`src/rtl/vga_axi_pkg.sv`:
```
// Shared types and burst-geometry helpers for the VGA framebuffer fetch path.
package vga_axi_pkg;

  typedef enum logic [2:0] {
    StIdle,
    StWaitSpace,
    StReq,
    StWaitData,
    StDrain
  } fetch_state_e;

  localparam int unsigned DEF_BURST_LEN  = 32;
  localparam int unsigned DEF_DATA_WIDTH = 32;

  localparam int unsigned BURST_BYTES     = DEF_BURST_LEN * DEF_DATA_WIDTH / 8;
  localparam int unsigned ADDR_ALIGN_BITS = $clog2(BURST_BYTES);

  function automatic int unsigned burst_bytes(input int unsigned burst_len,
                                              input int unsigned data_width);
    return burst_len * (data_width / 8);
  endfunction

  function automatic int unsigned addr_align_bits(input int unsigned burst_len,
                                                  input int unsigned data_width);
    return $clog2(burst_bytes(burst_len, data_width));
  endfunction

endpackage

```
`src/rtl/vga_fetch_scheduler.sv`:
```
// Paces framebuffer burst requests against pixel-FIFO space and frame-start events,
// keeping at most one burst outstanding.
module vga_fetch_scheduler
  import vga_axi_pkg::*;
#(
  parameter int unsigned C_M_AXI_ADDR_WIDTH             = 32,
  parameter int unsigned C_M_AXI_DATA_WIDTH             = 32,
  parameter int unsigned C_M_AXI_BURST_LEN              = 32,
  parameter int unsigned C_M_AXI_NUMBER_OF_BURST        = 25,
  parameter int unsigned C_BITS_WIDTH_FOR_NUMB_OF_BURST = 5,
  parameter int unsigned FIFO_CNT_WIDTH                 = 10
) (
  input  logic                                      M_AXI_ACLK,
  input  logic                                      reset,
  input  logic                                      enable,
  input  logic [C_M_AXI_ADDR_WIDTH-1:0]             fb_base_addr,
  input  logic                                      frame_start,
  input  logic [FIFO_CNT_WIDTH-1:0]                 fifo_free,
  output logic                                      burst_req,
  output logic [C_M_AXI_ADDR_WIDTH-1:0]             burst_addr,
  input  logic                                      burst_ack,
  input  logic                                      burst_done,
  input  logic                                      burst_err,
  input  logic                                      err_clear,
  output logic [C_BITS_WIDTH_FOR_NUMB_OF_BURST-1:0] burst_idx,
  output logic                                      busy,
  output logic                                      frame_done,
  output logic                                      late_frame,
  output logic                                      rd_error
);

  localparam int unsigned AW = C_M_AXI_ADDR_WIDTH;
  localparam int unsigned IW = C_BITS_WIDTH_FOR_NUMB_OF_BURST;
  localparam int unsigned ALIGN_BITS = addr_align_bits(C_M_AXI_BURST_LEN, C_M_AXI_DATA_WIDTH);
  localparam logic [AW-1:0] ALIGN_MASK = (AW'(1) << ALIGN_BITS) - AW'(1);
  localparam logic [IW-1:0] LAST_IDX = IW'(C_M_AXI_NUMBER_OF_BURST - 1);

  fetch_state_e  r_state, w_state_d;
  logic [AW-1:0] r_base, w_base_d;
  logic [AW-1:0] r_pend_base, w_pend_base_d;
  logic          r_pend_start, w_pend_start_d;
  logic [IW-1:0] r_burst_idx, w_burst_idx_d;
  logic          r_burst_req, w_burst_req_d;
  logic [AW-1:0] r_burst_addr, w_burst_addr_d;
  logic          r_frame_done, w_frame_done_d;
  logic          r_late_frame, w_late_frame_d;
  logic          r_rd_error, w_rd_error_d;

  logic          w_set_late;
  logic          w_set_err;
  logic [AW-1:0] w_fb_aligned;
  logic [AW-1:0] w_next_addr;
  logic          w_space_ok;
  logic          w_last;

  assign w_fb_aligned = fb_base_addr & ~ALIGN_MASK;
  // Burst size is a power of two, so the offset is the index shifted into place.
  assign w_next_addr  = r_base + (AW'(r_burst_idx) << ALIGN_BITS);
  assign w_space_ok   = 32'(fifo_free) >= 32'(C_M_AXI_BURST_LEN);
  assign w_last       = (r_burst_idx == LAST_IDX);

  always_comb begin
    w_state_d      = r_state;
    w_base_d       = r_base;
    w_pend_base_d  = r_pend_base;
    w_pend_start_d = r_pend_start;
    w_burst_idx_d  = r_burst_idx;
    w_burst_req_d  = r_burst_req;
    w_burst_addr_d = r_burst_addr;
    w_frame_done_d = 1'b0;
    w_set_late     = 1'b0;
    w_set_err      = 1'b0;

    unique case (r_state)
      StIdle: begin
        if (frame_start && enable) begin
          w_base_d      = w_fb_aligned;
          w_burst_idx_d = '0;
          w_state_d     = StWaitSpace;
        end
      end
      StWaitSpace: begin
        if (!enable) begin
          w_state_d = StIdle;
        end else if (frame_start) begin
          w_set_late    = 1'b1;
          w_base_d      = w_fb_aligned;
          w_burst_idx_d = '0;
        end else if (w_space_ok) begin
          w_burst_req_d  = 1'b1;
          w_burst_addr_d = w_next_addr;
          w_state_d      = StReq;
        end
      end
      StReq: begin
        if (frame_start) begin
          w_set_late     = 1'b1;
          w_pend_start_d = 1'b1;
          w_pend_base_d  = w_fb_aligned;
        end
        if (burst_ack) begin
          w_burst_req_d = 1'b0;
          w_state_d     = StWaitData;
        end
      end
      StWaitData: begin
        if (burst_done) begin
          w_set_err = burst_err;
          // A start coinciding with the final done is on time; any other one restarts late.
          if (frame_start && (r_pend_start || !w_last)) begin
            w_set_late     = 1'b1;
            w_base_d       = w_fb_aligned;
            w_burst_idx_d  = '0;
            w_pend_start_d = 1'b0;
            w_state_d      = StWaitSpace;
          end else if (r_pend_start) begin
            w_base_d       = r_pend_base;
            w_burst_idx_d  = '0;
            w_pend_start_d = 1'b0;
            w_state_d      = StWaitSpace;
          end else if (w_last) begin
            w_frame_done_d = 1'b1;
            w_burst_idx_d  = '0;
            if (frame_start && enable) begin
              w_base_d  = w_fb_aligned;
              w_state_d = StWaitSpace;
            end else begin
              w_state_d = StIdle;
            end
          end else begin
            w_burst_idx_d = r_burst_idx + IW'(1);
            w_state_d     = enable ? StWaitSpace : StIdle;
          end
        end else begin
          if (frame_start) begin
            w_set_late     = 1'b1;
            w_pend_start_d = 1'b1;
            w_pend_base_d  = w_fb_aligned;
          end
          if (!enable) begin
            w_state_d = StDrain;
          end
        end
      end
      StDrain: begin
        if (burst_done) begin
          w_set_err      = burst_err;
          w_pend_start_d = 1'b0;
          w_state_d      = StIdle;
        end
      end
      default: begin
        w_state_d = StIdle;
      end
    endcase

    // Set events take priority over a simultaneous clear.
    w_late_frame_d = (r_late_frame & ~err_clear) | w_set_late;
    w_rd_error_d   = (r_rd_error & ~err_clear) | w_set_err;
  end

  always_ff @(posedge M_AXI_ACLK) begin
    if (reset) begin
      r_state      <= StIdle;
      r_base       <= '0;
      r_pend_base  <= '0;
      r_pend_start <= 1'b0;
      r_burst_idx  <= '0;
      r_burst_req  <= 1'b0;
      r_burst_addr <= '0;
      r_frame_done <= 1'b0;
      r_late_frame <= 1'b0;
      r_rd_error   <= 1'b0;
    end else begin
      r_state      <= w_state_d;
      r_base       <= w_base_d;
      r_pend_base  <= w_pend_base_d;
      r_pend_start <= w_pend_start_d;
      r_burst_idx  <= w_burst_idx_d;
      r_burst_req  <= w_burst_req_d;
      r_burst_addr <= w_burst_addr_d;
      r_frame_done <= w_frame_done_d;
      r_late_frame <= w_late_frame_d;
      r_rd_error   <= w_rd_error_d;
    end
  end

  assign burst_req  = r_burst_req;
  assign burst_addr = r_burst_addr;
  assign burst_idx  = r_burst_idx;
  assign busy       = (r_state != StIdle);
  assign frame_done = r_frame_done;
  assign late_frame = r_late_frame;
  assign rd_error   = r_rd_error;

endmodule

```
`config.mk`:
```
export PLATFORM = sky130hd
export DESIGN_NAME = vga_fetch_scheduler
export DESIGN_NICKNAME = d
export VERILOG_FILES = /design/src/rtl/vga_axi_pkg.sv /design/src/rtl/vga_fetch_scheduler.sv
export SDC_FILE = /design/constraint.sdc
export NUM_CORES = 1
export LEC_CHECK = 0
export ABC_AREA = 1
export ABC_CLOCK_PERIOD_IN_PS = 4200
export CORE_ASPECT_RATIO = 1.2
export CORE_MARGIN = 2
export CORE_UTILIZATION = 40
export DETAILED_ROUTE_END_ITERATION = 7
export GPL_TIMING_DRIVEN = 0
export PLACE_DENSITY = 0.62
export SLEW_MARGIN = 20
export SYNTH_ARGS = -nofsm -noshare
export SYNTH_HDL_FRONTEND = slang
export SYNTH_SLANG_ARGS = --single-unit
```
`constraint.sdc`:
```
create_clock -name M_AXI_ACLK -period 4.2 [get_ports M_AXI_ACLK]
set_clock_uncertainty 0.15 [all_clocks]
set_input_delay 0.42 -clock M_AXI_ACLK [delete_from_list [all_inputs] [get_ports M_AXI_ACLK]]
set_output_delay 0.42 -clock M_AXI_ACLK [all_outputs]
set_load 0.1 [all_outputs]
```
# Word-level counts from Yosys, hierarchy flattened
# Index checks and enable logic that the tools add are counted.
dict set report op_classes {
  shifts 0
  bitwise 8
  muxes 50
  n_lt_le_gt_ge 1
  n_div 0
  n_addsub 2
  eq_ne 18
  n_reduce_logical 19
  multipliers 0
}
# op n
set ops {}
lappend ops {{2-to-1 mux 32 bit} 9}
lappend ops {{case mux 32 bit (3 select lines)} 1}
lappend ops {{case mux 32 bit (2 select lines)} 1}
lappend ops {{2-to-1 mux 5 bit} 7}
lappend ops {{2-to-1 mux 3 bit} 11}
lappend ops {{adder 32 x 12 -> 32 bit} 1}
lappend ops {{inequality test 2 bit, second input constant} 9}
lappend ops {{2-to-1 mux 1 bit} 16}
lappend ops {{case mux 3 bit (5 select lines)} 1}
lappend ops {{case mux 5 bit (3 select lines)} 1}
lappend ops {{AND reduction 5 bit} 3}
lappend ops {{>= comparator 10 x 6 -> 1 bit, second input constant} 1}
lappend ops {{inequality test 3 bit, second input constant} 3}
lappend ops {{nonzero test 3 bit} 3}
lappend ops {{== test 3 x 2 -> 1 bit, second input constant} 2}
lappend ops {{case mux 1 bit (3 select lines)} 2}
lappend ops {{AND reduction 6 bit} 1}
lappend ops {{adder 5 x 1 -> 5 bit, second input constant} 1}
lappend ops {{== test 5 bit, second input constant} 1}
lappend ops {{OR reduction 5 bit} 1}
lappend ops {{inequality test 4 bit, second input constant} 1}
lappend ops {{inverter 1 bit} 4}
lappend ops {{AND reduction 2 bit} 2}
lappend ops {{AND reduction 4 bit} 1}
lappend ops {{other kinds (11)} 15}
dict set report totals {
  mem_bits_rw 0
  memories 0
  in_bits 50
  output_inout_bits 42
  elab_cells 108
  latch_bits 0
  ff_bits 109
  mem_bits_ro 0
}

# Longest topological paths before layout
# Gate-level depths: netlist of run 1.
dict set report depth {
  word_depth 8
  depth_mapped 12
}

# Worst setup path after synthesis of run 1
# No wires, ideal clock.
dict set report synth_path {
  path_type {reg2reg}
  from {register r_burst_idx[0] (netlist: burst_idx[0])}
  to {register r_burst_addr[15] (netlist: burst_addr[15])}
  period_less_slack_ns 2.690
  arrival_ns 2.431
  path_slack_ns 1.510
  path_stages_with_launch 11
  path_cell_list {dfxtp_1 -> ha_1 -> fa_1 -> nand2_1 -> nand3_1 -> o21ai_2 -> o21ai_0 -> xor2_1 -> nand2_1 -> nand2_1 -> inv_1}
}
dict set report synth_between {
  elab_chain_cells 1
}
# item line
set synth_rtl {}
lappend synth_rtl {{from (decl)} vga_fetch_scheduler.sv:42} ;# logic [IW-1:0] r_burst_idx, w_burst_idx_d;
lappend synth_rtl {{from (signal assigned)} vga_fetch_scheduler.sv:179} ;# r_burst_idx <= w_burst_idx_d;
lappend synth_rtl {{adder 32 x 12 -> 32 bit} vga_fetch_scheduler.sv:58} ;# assign w_next_addr = r_base + (AW'(r_burst_idx) << ALIGN_BITS);
lappend synth_rtl {{to (signal assigned)} vga_fetch_scheduler.sv:181} ;# r_burst_addr <= w_burst_addr_d;
lappend synth_rtl {{to (decl)} vga_fetch_scheduler.sv:44} ;# logic [AW-1:0] r_burst_addr, w_burst_addr_d;
# No other way between the ends.
# A chain may end at the register's enable or synchronous reset.

# Worst setup path after layout of run 1
dict set report layout_path {
  from {register r_state[0]}
  to {output port busy}
}
dict set report layout_between {
  elab_chain_cells 1
}
# item line
set layout_rtl {}
lappend layout_rtl {{from (decl)} vga_fetch_scheduler.sv:38} ;# fetch_state_e r_state, w_state_d;
lappend layout_rtl {{from (signal assigned)} vga_fetch_scheduler.sv:164} ;# r_state <= StIdle;
lappend layout_rtl {{from (signal assigned)} vga_fetch_scheduler.sv:175} ;# r_state <= w_state_d;
lappend layout_rtl {{nonzero test 3 bit} vga_fetch_scheduler.sv:191} ;# assign busy = (r_state != StIdle);
lappend layout_rtl {{to (decl)} vga_fetch_scheduler.sv:26} ;# output logic busy,
# No other way between the ends.

==> results of run 1 <==
-- metrics by stage --
stage               util (%)  hold slack (ns)  worst slack (ns)  instances  total power, mW
global placement        47.6            0.282              1.66       1255             2.29
detailed placement      47.6            0.283              1.70       1255             2.29
global route            49.6            0.280              1.40       1270             3.32
finish                  49.6            0.251              1.47       1270             3.15
CTS                     49.6            0.245              1.45       1270             3.15
floorplan                  -            0.275              1.51        973             1.95
-- cell families after synthesis --
| logic type | share of synthesized area (%) |
|---|---|
| xor+xnor | 0.863 |
| compound gates | 19.1 |
| buf+inv | 12.2 |
| fa+ha+maj | 1.77 |
| simple gates | 32.6 |
| flops | 33.5 |
-- per-layer routing --
metal | part of all wire (%) | wire (um) | up-vias
li1 | - | - | 3322
met1 | 43 | 8730 | 3006
met2 | 47 | 9540 | 216
met3 | 5.6 | 1120 | 50
met4 | 4.1 | 833 | 0
met5 | 0 | 0 | -
-- final cells by class --
class / count / area [um^2] / area share [%]
multi-input combinational: 693 / 3310 / 44.6
inverter: 130 / 488 / 6.57
clock inverter: 5 / 57.6 / 0.775
sequential: 102 / 2040 / 27.5
timing repair buffer: 78 / 781 / 10.5
clock buffer: 10 / 239 / 3.22
tap: 204 / 255 / 3.44
buffer: 48 / 253 / 3.40
-- cells in the final DEF, fill, tap and decap left out, types with 3 or more instances in the layout --
master,count
nor3_1,9
o21ai_1,11
inv_1,122
xor2_1,5
inv_2,7
buf_4,6
nor2_4,4
nand3b_1,15
nand2_1,275
clkdlybuf4s50_1,78
clkbuf_1,25
dfxtp_1,102
buf_6,5
nand3_1,77
nor2_1,61
o21ai_0,102
buf_2,10
a21oi_1,70
ha_1,7
o22ai_1,11
nand4_1,12
nand2_2,3
o21a_1,17
clkbuf_16,9
o211ai_1,5
-- registers in the layout, indices dropped and copies added, names as in the netlist --
register      cells
rd_error          1
frame_done        1
r_state           3
burst_addr       32
r_base           32
burst_idx         5
late_frame        1
r_pend_base      25
r_pend_start      1
burst_req         1
-- worst max-delay path, delay by kind of cell, from the launching register on --
kind	cells	cell delay, ns
DFF	1	0.44
buffers and inverters	2	1.26
and+or+nand+nor	1	0.10
-- power groups by stage --
stage	clock network, mW	logic (mW)	registers [mW]
final	0.863	1.07	1.22
after global routing	0.911	1.19	1.23
after CTS	0.871	1.07	1.21
after detailed placement	0	1.06	1.23
after global placement	0	1.05	1.23
after floorplan	0	0.627	1.33
-- worst max path at each step --
stage / from / to / slack [ns] / cells past startpoint
after floorplan: burst_idx[0] / burst_addr[15] / 1.51 / 10
after global placement: enable / r_base[18] / 1.66 / 11
after detailed placement: enable / r_base[18] / 1.70 / 11
after CTS: r_state[0] / busy / 1.45 / 3
after global routing: r_state[0] / busy / 1.40 / 3
final: r_state[0] / busy / 1.47 / 3
==> flow_metrics.py, run 1 <==
metrics = {
    "status": {
        "outcome": "complete, no violations",
    },
    "yosys": {
        "ys_types": 33,
        "synthCells": 973,
        "synth_top_area_cell": "dfxtp_1",
        "synth.net_count": 1031,
        "ys_seq_elements": 102,
        "syn_area_um2": 6090,
        "synth.yosys.warnings": 0,
        "synth.avg_cell_area_um2": 6.26,
        "ys_seq_area_share_pct": 33.5,
        "synth-main-ff-cell": "dfxtp_1",
        "synth_top_area_share_pct": 33.5,
        "yosysMostFrequentCell": "nand2_1",
        "synth-edff-count": 0,
        "async_flop_share_pct": 0,
        "synthTopCellsByCount": "nand2_1, inv_1, dfxtp_1, o21ai_0, nand3_1",
        "synth.area.top_cells": "dfxtp_1, nand2_1, o21ai_0",
    },
    "job": {
        "drv_cap": 0,
    },
    "clock_network": {
        "cts-buffers-inserted": 9,
        "clk_pin_slew_ns": 0.07,
        "cts_resized": 0,
        "postCtsSetupRepairBufs": 0,
        "clk_latency_ns": 0.36,
        "cts-root-buf": "clkbuf_16",
        "clk_path_buf_depth": 2,
        "h-tree-depth": 3,
        "cts_tree": "yes",
        "hold_buffers": 0,
        "cts.sinks": 102,
    },
    "worst_hold_path": {
        "whs_path_depth": 3,
        "hold_path_class": "in -> reg",
        "holdPathEnd": "late_frame",
        "hold_start": "frame_start",
    },
    "timing": {
        "timing_hold_violations_final": 0,
        "fmax_mhz": 366,
        "drv_slew": 0,
        "fin_tns_setup_ns": 0,
        "rsz0062_at_grt": "false",
        "min_period_ns": 2.73,
        "fin_crit_sh_pct": 65.1,
        "worst_pin_slew_ns": 1.01,
        "max_slew_margin_pct": 32.6,
        "setup_viol": 0,
    },
    "critical_path": {
        "path_max_fanout": 5,
        "worstSetupPathType": "reg -> out",
        "crit_chain": "inv_1 -> nand3_1 -> clkdlybuf4s50_1",
        "end_kind": "primary output",
        "crit_required_ns": 3.63,
        "arrival_ns": 2.16,
        "worst_setup_path_start_kind": "flip-flop",
        "worst_r2r_startpoint": "burst_idx[0]",
        "r2r_end": "burst_addr[23]",
        "rr_worst_depth": 11,
        "slowest_stage": "clkdlybuf4s50_1",
        "reg2reg_slack_ns": 1.75,
        "cpPeakStageDelay_ns": 1.13,
    },
    "pwr": {
        "vdd_ir_drop_max_mv": 0.212,
        "p_int_mw": 1.90,
        "power_density_nw_per_um2": 425,
        "pwr-share-comb_pct": 34.1,
        "p_clk_share_pct": 27.4,
        "leakage_nw": 3.27,
        "seqPwrFrac_pct": 38.6,
        "swShare_pct": 39.8,
        "switchingPower_mw": 1.26,
    },
    "routing": {
        "viasPerCell": 5.19,
        "first_pass_iters": 5,
        "finalWirelength_mm": 20.2,
        "wl_per_cell_um": 15.9,
        "drc": 0,
        "antenna_left": 0,
        "drt_iter0_markers": 495,
        "vias": 6594,
    },
    "global_route": {
        "grt_pass1_wl_mm": 32.1,
        "grt_max_degree": 17,
        "grt.met1_usage_pct": 32.5,
        "grt-ovfl-total": 0,
        "grt_pass1_vias": 6181,
        "antenna_found_initial": 0,
        "use_met3_pct": 4.46,
        "grtUsageMet2_pct": 41.2,
        "grt_use_total_pct": 25.5,
        "grt_busiest_layer": "met2",
    },
    "floorplanning": {
        "fp.dieH_um": 139,
        "die_w_um": 117,
        "dieArea_um2": 16200,
        "core_region_area_um2": 15000,
        "ios": 92,
        "start_util_pct": 40.7,
        "row_count": 49,
    },
    "placement": {
        "port_buffers": 78,
        "dpl.hpwl_mm": 15.3,
        "post_dp_cell_area_um2": 7130,
        "gp_congestion": 0.910,
    },
    "finish": {
        "drive_above_1_share_pct": 5.25,
        "nFillCells": 1626,
        "diodes": 0,
        "area_growth_pct": 21.9,
        "layout.nets": 1120,
        "stdcell_area_um2": 7420,
    },
}
No activity file was read; power rests on OpenSTA's default activity.
==> run 2: changes to the inputs <==
--- a/config.mk
+++ b/config.mk
@@ -6,13 +6,13 @@
 export NUM_CORES = 1
 export LEC_CHECK = 0
 export ABC_AREA = 1
-export ABC_CLOCK_PERIOD_IN_PS = 4200
+export ABC_CLOCK_PERIOD_IN_PS = 2400
 export CORE_ASPECT_RATIO = 1.2
 export CORE_MARGIN = 2
 export CORE_UTILIZATION = 40
 export DETAILED_ROUTE_END_ITERATION = 7
 export GPL_TIMING_DRIVEN = 0
-export PLACE_DENSITY = 0.62
+export PLACE_DENSITY = 0.64
 export SLEW_MARGIN = 20
 export SYNTH_ARGS = -nofsm -noshare
 export SYNTH_HDL_FRONTEND = slang
==> constraint.sdc (replaced) <==
create_clock -name M_AXI_ACLK -period 2.4 [get_ports M_AXI_ACLK]
set_clock_uncertainty 0.15 [all_clocks]
set_input_delay 0.24 -clock M_AXI_ACLK [delete_from_list [all_inputs] [get_ports M_AXI_ACLK]]
set_output_delay 0.24 -clock M_AXI_ACLK [all_outputs]
set_load 0.1 [all_outputs]
==> run 2 against run 1 <==
  * Register-to-register slack worse by 1.6 ns
  * Cell count hardly changed
  * Global-route usage down 0.71 points
  * Flip-flop and latch count unchanged
  * Largest cell class unchanged
  * Highest routed layer unchanged
==> flow_metrics.py, run 2 (synthesis results as in run 1) <==
metrics = {
    "status": {
        "outcome": "complete, no violations",
    },
    "finish": {
        "area_growth_pct": 22.0,
        "fin_util_pct": 49.7,
        "final_cell_mix": "nand2_1, inv_1, o21ai_0, dfxtp_1",
        "layout.nets": 1120,
        "final_common_cell": "nand2_1",
        "drive_above_1_share_pct": 5.90,
        "diodes": 0,
    },
    "critical_path": {
        "path_max_fanout": 7,
        "crit_start": "burst_idx[3]",
        "crit_chain": "clkdlybuf4s50_1",
        "cp_top_family": "buffers and inverters",
        "slowest_stage": "clkdlybuf4s50_1",
        "worst_r2r_startpoint": "r_base[7]",
        "worstSetupPathType": "reg -> out",
        "reg2reg_slack_ns": 0.15,
        "crit_required_ns": 2.01,
        "worst_setup_path_start_kind": "flip-flop",
        "end_kind": "primary output",
        "arrival_ns": 1.95,
        "cpPeakStageDelay_ns": 1.16,
        "crit_buf_inv": 1,
    },
    "floorplanning": {
        "core_region_area_um2": 15000,
        "fp.dieH_um": 139,
        "dieArea_um2": 16200,
        "row_count": 49,
        "start_util_pct": 40.7,
        "ios": 92,
        "die_w_um": 117,
    },
    "global_route": {
        "grt_max_degree": 21,
        "grt-ovfl-total": 0,
        "grt_pass1_wl_mm": 31.6,
        "grt_use_total_pct": 24.8,
        "antenna_found_initial": 0,
        "grt_pass1_vias": 6040,
    },
    "worst_hold_path": {
        "hold_start": "frame_start",
        "hold_path_class": "in -> reg",
    },
    "timing": {
        "fin_ws_ns": 0.0581,
        "fin_tns_setup_ns": 0,
        "setup_viol": 0,
        "fin_crit_sh_pct": 97.6,
        "fmax_mhz": 427,
        "timing_hold_violations_final": 0,
        "min_period_ns": 2.34,
        "drv_slew": 0,
        "rsz0062_at_grt": "false",
        "worst_pin_slew_ns": 0.990,
        "max_slew_margin_pct": 33.8,
    },
    "pwr": {
        "leakage_nw": 3.27,
        "vdd_ir_drop_max_mv": 0.357,
        "power.total_mw": 5.48,
        "power_density_nw_per_um2": 738,
    },
    "clock_network": {
        "clk_latency_ns": 0.37,
        "postCtsSetupRepairBufs": 0,
        "cts_tree": "yes",
        "cts.sinks": 102,
        "h-tree-depth": 3,
        "cts-buffers-inserted": 9,
        "clk_path_buf_depth": 2,
        "hold_buffers": 0,
        "cts-root-buf": "clkbuf_16",
        "clk_pin_slew_ns": 0.08,
    },
    "routing": {
        "first_pass_iters": 5,
        "vias": 6460,
        "finalWirelength_mm": 19.3,
        "wl_per_cell_um": 15.2,
        "viasPerCell": 5.08,
        "drt_iter0_markers": 431,
        "antenna_left": 0,
        "drc": 0,
    },
    "placement": {
        "dp_slack_ns": -0.0000193,
        "gp_congestion": 0.954,
        "port_buffers": 78,
        "dpl.hpwl_mm": 14.9,
    },
    "job": {
        "drv_cap": 0,
    },
}
## run 2: final timing paths
path	to	cells after the start
max	burst_idx[3]	1
min	late_frame	3
max reg2reg	burst_addr[15]	10
min reg2reg	r_base[2]	2
## run 2: stage by stage
step           area (um^2)  std cells  hold WS, ns
2_1_floorplan         6100        973        0.233
3_3_place_gp          7130       1255        0.283
3_5_place_dp          7130       1255        0.284
4_1_cts               7430       1271       0.0483
5_1_grt               7430       1271        0.113
6_report              7430       1271       0.0659
## run 2: cell type report
class	count	area, um^2
Buffer	48	253
Clock buffer	9	225
Clock inverter	7	71.3
Fill cell	1600	7530
Inverter	130	488
Multi-Input combinational cell	693	3310
Sequential cell	102	2050
Tap cell	204	255
Timing Repair Buffer	78	779
## run 2: power breakdown
| group | internal, mW | switching [mW] |
|---|---|---|
| Sequential | 1.88 | 0.242 |
| Clock | 0.744 | 0.765 |
| Combinational | 0.604 | 1.25 |
| Total | 3.23 | 2.26 |
## run 2: tightest hold or removal path: stages
cell and delay (ns):
buf_2 0.15, o21ai_0 0.09, a21oi_1 0.06
## run 2: routing by layer
metal	track usage (%)	vias to the layer above	share of wire (%)
met5	0	-	0
met1	33.6	2935	45
met4	8.54	0	2.4
li1	-	3332	-
met2	40.2	163	48
met3	3.63	30	4.5
## run 2: timing repair
| action | CTS | global route |
|---|---|---|
| gates resized for setup | 2 | 1 |
| endpoints found under the setup margin | 2 | 4 |
| pin swaps | 0 | 0 |
